`config.mk`:
```
export PLATFORM = sky130hd
export DESIGN_NAME = enflop_pipe
export DESIGN_NICKNAME = d
export VERILOG_FILES = /design/src/rtl/enflop_pipe.sv
export SDC_FILE = /design/constraint.sdc
export NUM_CORES = 1
export LEC_CHECK = 0
export ABC_AREA = 1
export CAP_MARGIN = 10
export CORE_MARGIN = 2
export CORE_UTILIZATION = 55
export CTS_BUF_LIST = sky130_fd_sc_hd__clkbuf_2
export CTS_CLUSTER_DIAMETER = 200
export DETAILED_ROUTE_END_ITERATION = 6
export DONT_BUFFER_PORTS = 1
export PLACE_DENSITY = 0.7
export SLEW_MARGIN = 15
export SYNTH_ARGS = -nofsm -noshare
export SYNTH_HDL_FRONTEND = slang
export SYNTH_SLANG_ARGS = --single-unit
export TNS_END_PERCENT = 10
```
`constraint.sdc`:
```
create_clock -name clk -period 1.7 [get_ports clk]
set_clock_uncertainty 0.1 [all_clocks]
set_input_delay 0.34 -clock clk [delete_from_list [all_inputs] [get_ports clk]]
set_output_delay 0.34 -clock clk [all_outputs]
set_load 0.02 [all_outputs]
```
`src/rtl/enflop_pipe.sv`:
```
// Elastic register chain that permutes incoming words, carries a per-bit output
// enable alongside each word, and masks disabled bits with FILL at the head.
module enflop_pipe #(
  parameter int              WIDTH  = 8,
  parameter int              STAGES = 2,
  parameter int              MODE   = 0,
  parameter logic [WIDTH-1:0] FILL  = '0
) (
  input  logic                         clk,
  input  logic                         rst,
  input  logic                         in_valid,
  output logic                         in_ready,
  input  logic [WIDTH-1:0]             in_data,
  input  logic [WIDTH-1:0]             oe,
  output logic                         out_valid,
  input  logic                         out_ready,
  output logic [WIDTH-1:0]             out_data,
  output logic [$clog2(STAGES+1)-1:0]  count
);

  localparam int CNT_W = $clog2(STAGES+1);

  logic [STAGES-1:0] vld_p;
  logic [WIDTH-1:0]  data_p [STAGES];
  logic [WIDTH-1:0]  oe_p   [STAGES];

  logic [STAGES-1:0] take;
  logic [STAGES-1:0] src_vld;
  logic [WIDTH-1:0]  src_data [STAGES];
  logic [WIDTH-1:0]  src_oe   [STAGES];

  function automatic logic [WIDTH-1:0] permute(input logic [WIDTH-1:0] d);
    logic [WIDTH-1:0] r;
    int j;
    r = '0;
    for (int i = 0; i < WIDTH; i++) begin
      if (MODE == 0) begin
        j = WIDTH - 1 - i;
      end else if (MODE == 1) begin
        j = i ^ 1;
        // Odd width: the unpaired top bit stays in place.
        if (j >= WIDTH) j = i;
      end else begin
        j = i;
      end
      r[i] = d[j];
    end
    return r;
  endfunction

  function automatic logic [WIDTH-1:0] mask_fill(input logic [WIDTH-1:0] d,
                                                 input logic [WIDTH-1:0] en);
    return (d & en) | (FILL & ~en);
  endfunction

  // Ready ripples back from the output: a stage takes a new entry when it is
  // empty or its occupant moves on this cycle, so bubbles collapse under stall.
  always_comb begin
    logic down_rdy;
    down_rdy = out_ready;
    take     = '0;
    for (int k = STAGES - 1; k >= 0; k--) begin
      take[k]  = !vld_p[k] || down_rdy;
      down_rdy = take[k];
    end
  end

  always_comb begin
    src_vld     = '0;
    src_vld[0]  = in_valid;
    src_data[0] = permute(in_data);
    src_oe[0]   = oe;
    for (int k = 1; k < STAGES; k++) begin
      src_vld[k]  = vld_p[k-1];
      src_data[k] = data_p[k-1];
      src_oe[k]   = oe_p[k-1];
    end
  end

  assign in_ready = take[0];

  // Stage registers: valid follows the load decision; payload is only
  // captured with a real word so an idle head keeps presenting FILL after reset.
  always_ff @(posedge clk) begin
    if (rst) begin
      vld_p <= '0;
      for (int k = 0; k < STAGES; k++) begin
        data_p[k] <= '0;
        oe_p[k]   <= '0;
      end
    end else begin
      for (int k = 0; k < STAGES; k++) begin
        if (take[k]) begin
          vld_p[k] <= src_vld[k];
          if (src_vld[k]) begin
            data_p[k] <= src_data[k];
            oe_p[k]   <= src_oe[k];
          end
        end
      end
    end
  end

  // Output stage: combinational view of the head registers only.
  always_comb begin
    count = '0;
    for (int k = 0; k < STAGES; k++) begin
      count = count + CNT_W'(vld_p[k]);
    end
  end

  assign out_valid = vld_p[STAGES-1];
  assign out_data  = mask_fill(data_p[STAGES-1], oe_p[STAGES-1]);

endmodule

```
==> run metrics <==
count of input and output buffers 0; RSZ-0062 raised after global routing false; initial antenna violation count 0; Yosys reg bits 34; Crit Path Max Fanout 4; count leader, synth inv_1; CP top delay family adder cells; total track usage 14.7%; Logic pwr share 8.9%; num rows 19; ANT cells 0; Core Area 0.00271 mm2; maxcap violations 0; crit end category output pin; Psw 0.395 mW; Die H 57.1 um; Final Cycle Share 94.1%; Fmax 0.625 GHz; synth top area cells edfxtp_1, inv_1, a21oi_1, a21oi_2, buf_6; ys flop type edfxtp_1; VDD IR max 0.853 mV; Ports 32; CTS tree done; Async SR Flop Fraction 0%; Setup TNS 0 ns; clock latency on the worst-skew pair 0.39 ns; post-synthesis cell type count 12; leakage 0.749 nW; required time of the critical path 1.26 ns; DIE AREA 0.00326 mm2; routed vias 857; outcome finished clean; Place WS 0.291 ns; crit start category register; first-pass GRT wire length 3490 um; GPL Wtd Cong 0.725; arrival time worst endpoint 1.16 ns; initial core utilization 57.2%; Clk pwr share 30.8%; Slew Viols, Final 0; critical path buffer and inverter count 0; Remaining Overflow, GRT 0; largest stage delay on the critical path 0.40 ns; Reg2Reg Setup Slack 0.22 ns; Layout area overhead 6.69%; Avg Vias per Cell 4.95; Iteration-0 DRC Markers 11; Post-Synthesis Net Count 154; slack of the critical path 0.101 ns; fin nets 162; Residual DRC 0; Horiz. Die Dim 57.1 um; Synth top cells by count inv_1, edfxtp_1, a21oi_1, a21oi_2, nand2_1; largest net degree at the start of global routing 33; worst slew pin tran 0.423 ns; switching fraction of total power 23.6%; clk sink count 34; synth warn 0; crit path max-delay cell type ha_1; slew margin rel. 71.8%; Tmin final 1.60 ns; CTS max path bufs 2; Fillers 236; Synth top area share 61.9%; antenna viol nets, final 0; Setup Crit Path Kind reg -> out; layout cells sized above 1 21.1%; sequential power share 60.3%; sequential share of the synthesized area 64.5%; crit path cell chain ha_1; Clock transition at path regs 0.17 ns; routed length per instance 12.5 um; CTS Buf Count 5; clock root buffer clkbuf_2; Worst Hold Class in -> reg; final setup violation count 0; final count of hold timing violations 0; largest area contributor in the netlist edfxtp_1; H-tree depth 2; Internal 1.28 mW; EDFF count, synth 32; Detailed Place HPWL 1380 um; Routed WL 2170 um; Cell Area, Synth 0.00155 mm2; Post-CTS Setup Bufs 0; Mapped Cells 133; pwr dens 1010 mW/mm2; DR pass1 iterations 3; vias in the first global route 832; syn_area_per_cell 11.7 um2
-- what timing repair did --
item                                    CTS  global route
hold buffers                              2             0
gates resized for setup                   0             1
endpoints found under the hold margin     2             0
endpoints found under the setup margin    0             2
-- per-stage QoR --
step	instances	power, mW	util, %	area [um2]	hold slack (ns)
detailed placement	163	1.18	57.9	1570	0.314
global placement	163	1.17	57.9	1570	0.311
global route	173	1.74	61.1	1660	0.0156
floorplan	133	1.15	-	1550	0.309
CTS	173	1.69	61.0	1650	0.0280
finish	173	1.67	61.1	1660	0.0423
-- flip-flops by register name (all words and copies together), names as in the netlist --
signal and count:
oe_p 16, vld_p 2, data_p 16
-- cells by family (layout without fill, tap and decap cells) --
group | count (synthesis) | count (layout) | share of synthesized area [%]
AOI/OAI and AO/OA | 34 | 34 | 13.9
DFF | 34 | 34 | 64.5
buffers and inverters | 49 | 58 | 15.0
and+or+nand+nor | 15 | 15 | 5.81
adders and majority gates | 1 | 1 | 0.806
-- power groups by stage --
stage          registers (mW)  logic (mW)  clock network [mW]
6_report                 1.01       0.149               0.516
5_1_grt                  1.02       0.167               0.561
4_1_cts                  1.01       0.151               0.531
3_5_place_dp             1.03       0.146                   0
3_3_place_gp             1.02       0.142                   0
2_1_floorplan            1.02       0.129                   0
-- final cells by class --
type | instances | area, um2 | area share (%)
timing repair buffer | 7 | 70.1 | 4.23
clock buffer | 5 | 25.0 | 1.51
clock inverter | 3 | 40.0 | 2.42
tap | 31 | 38.8 | 2.34
inverter | 43 | 161 | 9.75
multi-input combinational | 50 | 318 | 19.2
sequential | 34 | 1000 | 60.5
-- final timing paths --
path / from / end / depth (start not counted)
worst max register to register: vld_p[1] / vld_p[0] / 4
worst max-delay path: vld_p[1] / count[0] / 1
worst min-delay path: in_data[2] / data_p[0][5] / 2
worst min register to register: vld_p[0] / vld_p[1] / 2
-- worst reg2reg max path: stages (launching register included) --
cell	delay, ns
dfxtp_1	0.42
nand3_2	0.15
nand2_1	0.11
a21oi_1	0.06
dlygate4sd3_1	0.55
-- placed cells by master (no fill, tap or decap), drive strengths merged --
master	instances
a21oi	34
buf	5
bufinv	1
clkbuf	5
clkinv	2
dfxtp	2
dlygate4sd3	2
edfxtp	32
ha	1
inv	43
nand2	12
nand3	3
-- metal layers --
metal,wire length (um),GRT usage (%),vias to the layer above
li1,-,-,436
met1,849,14.7,394
met2,1170,25.5,22
met3,102,7.26,5
met4,40,7.31,0
met5,0,0,-
(Power assumes the default switching activity.)
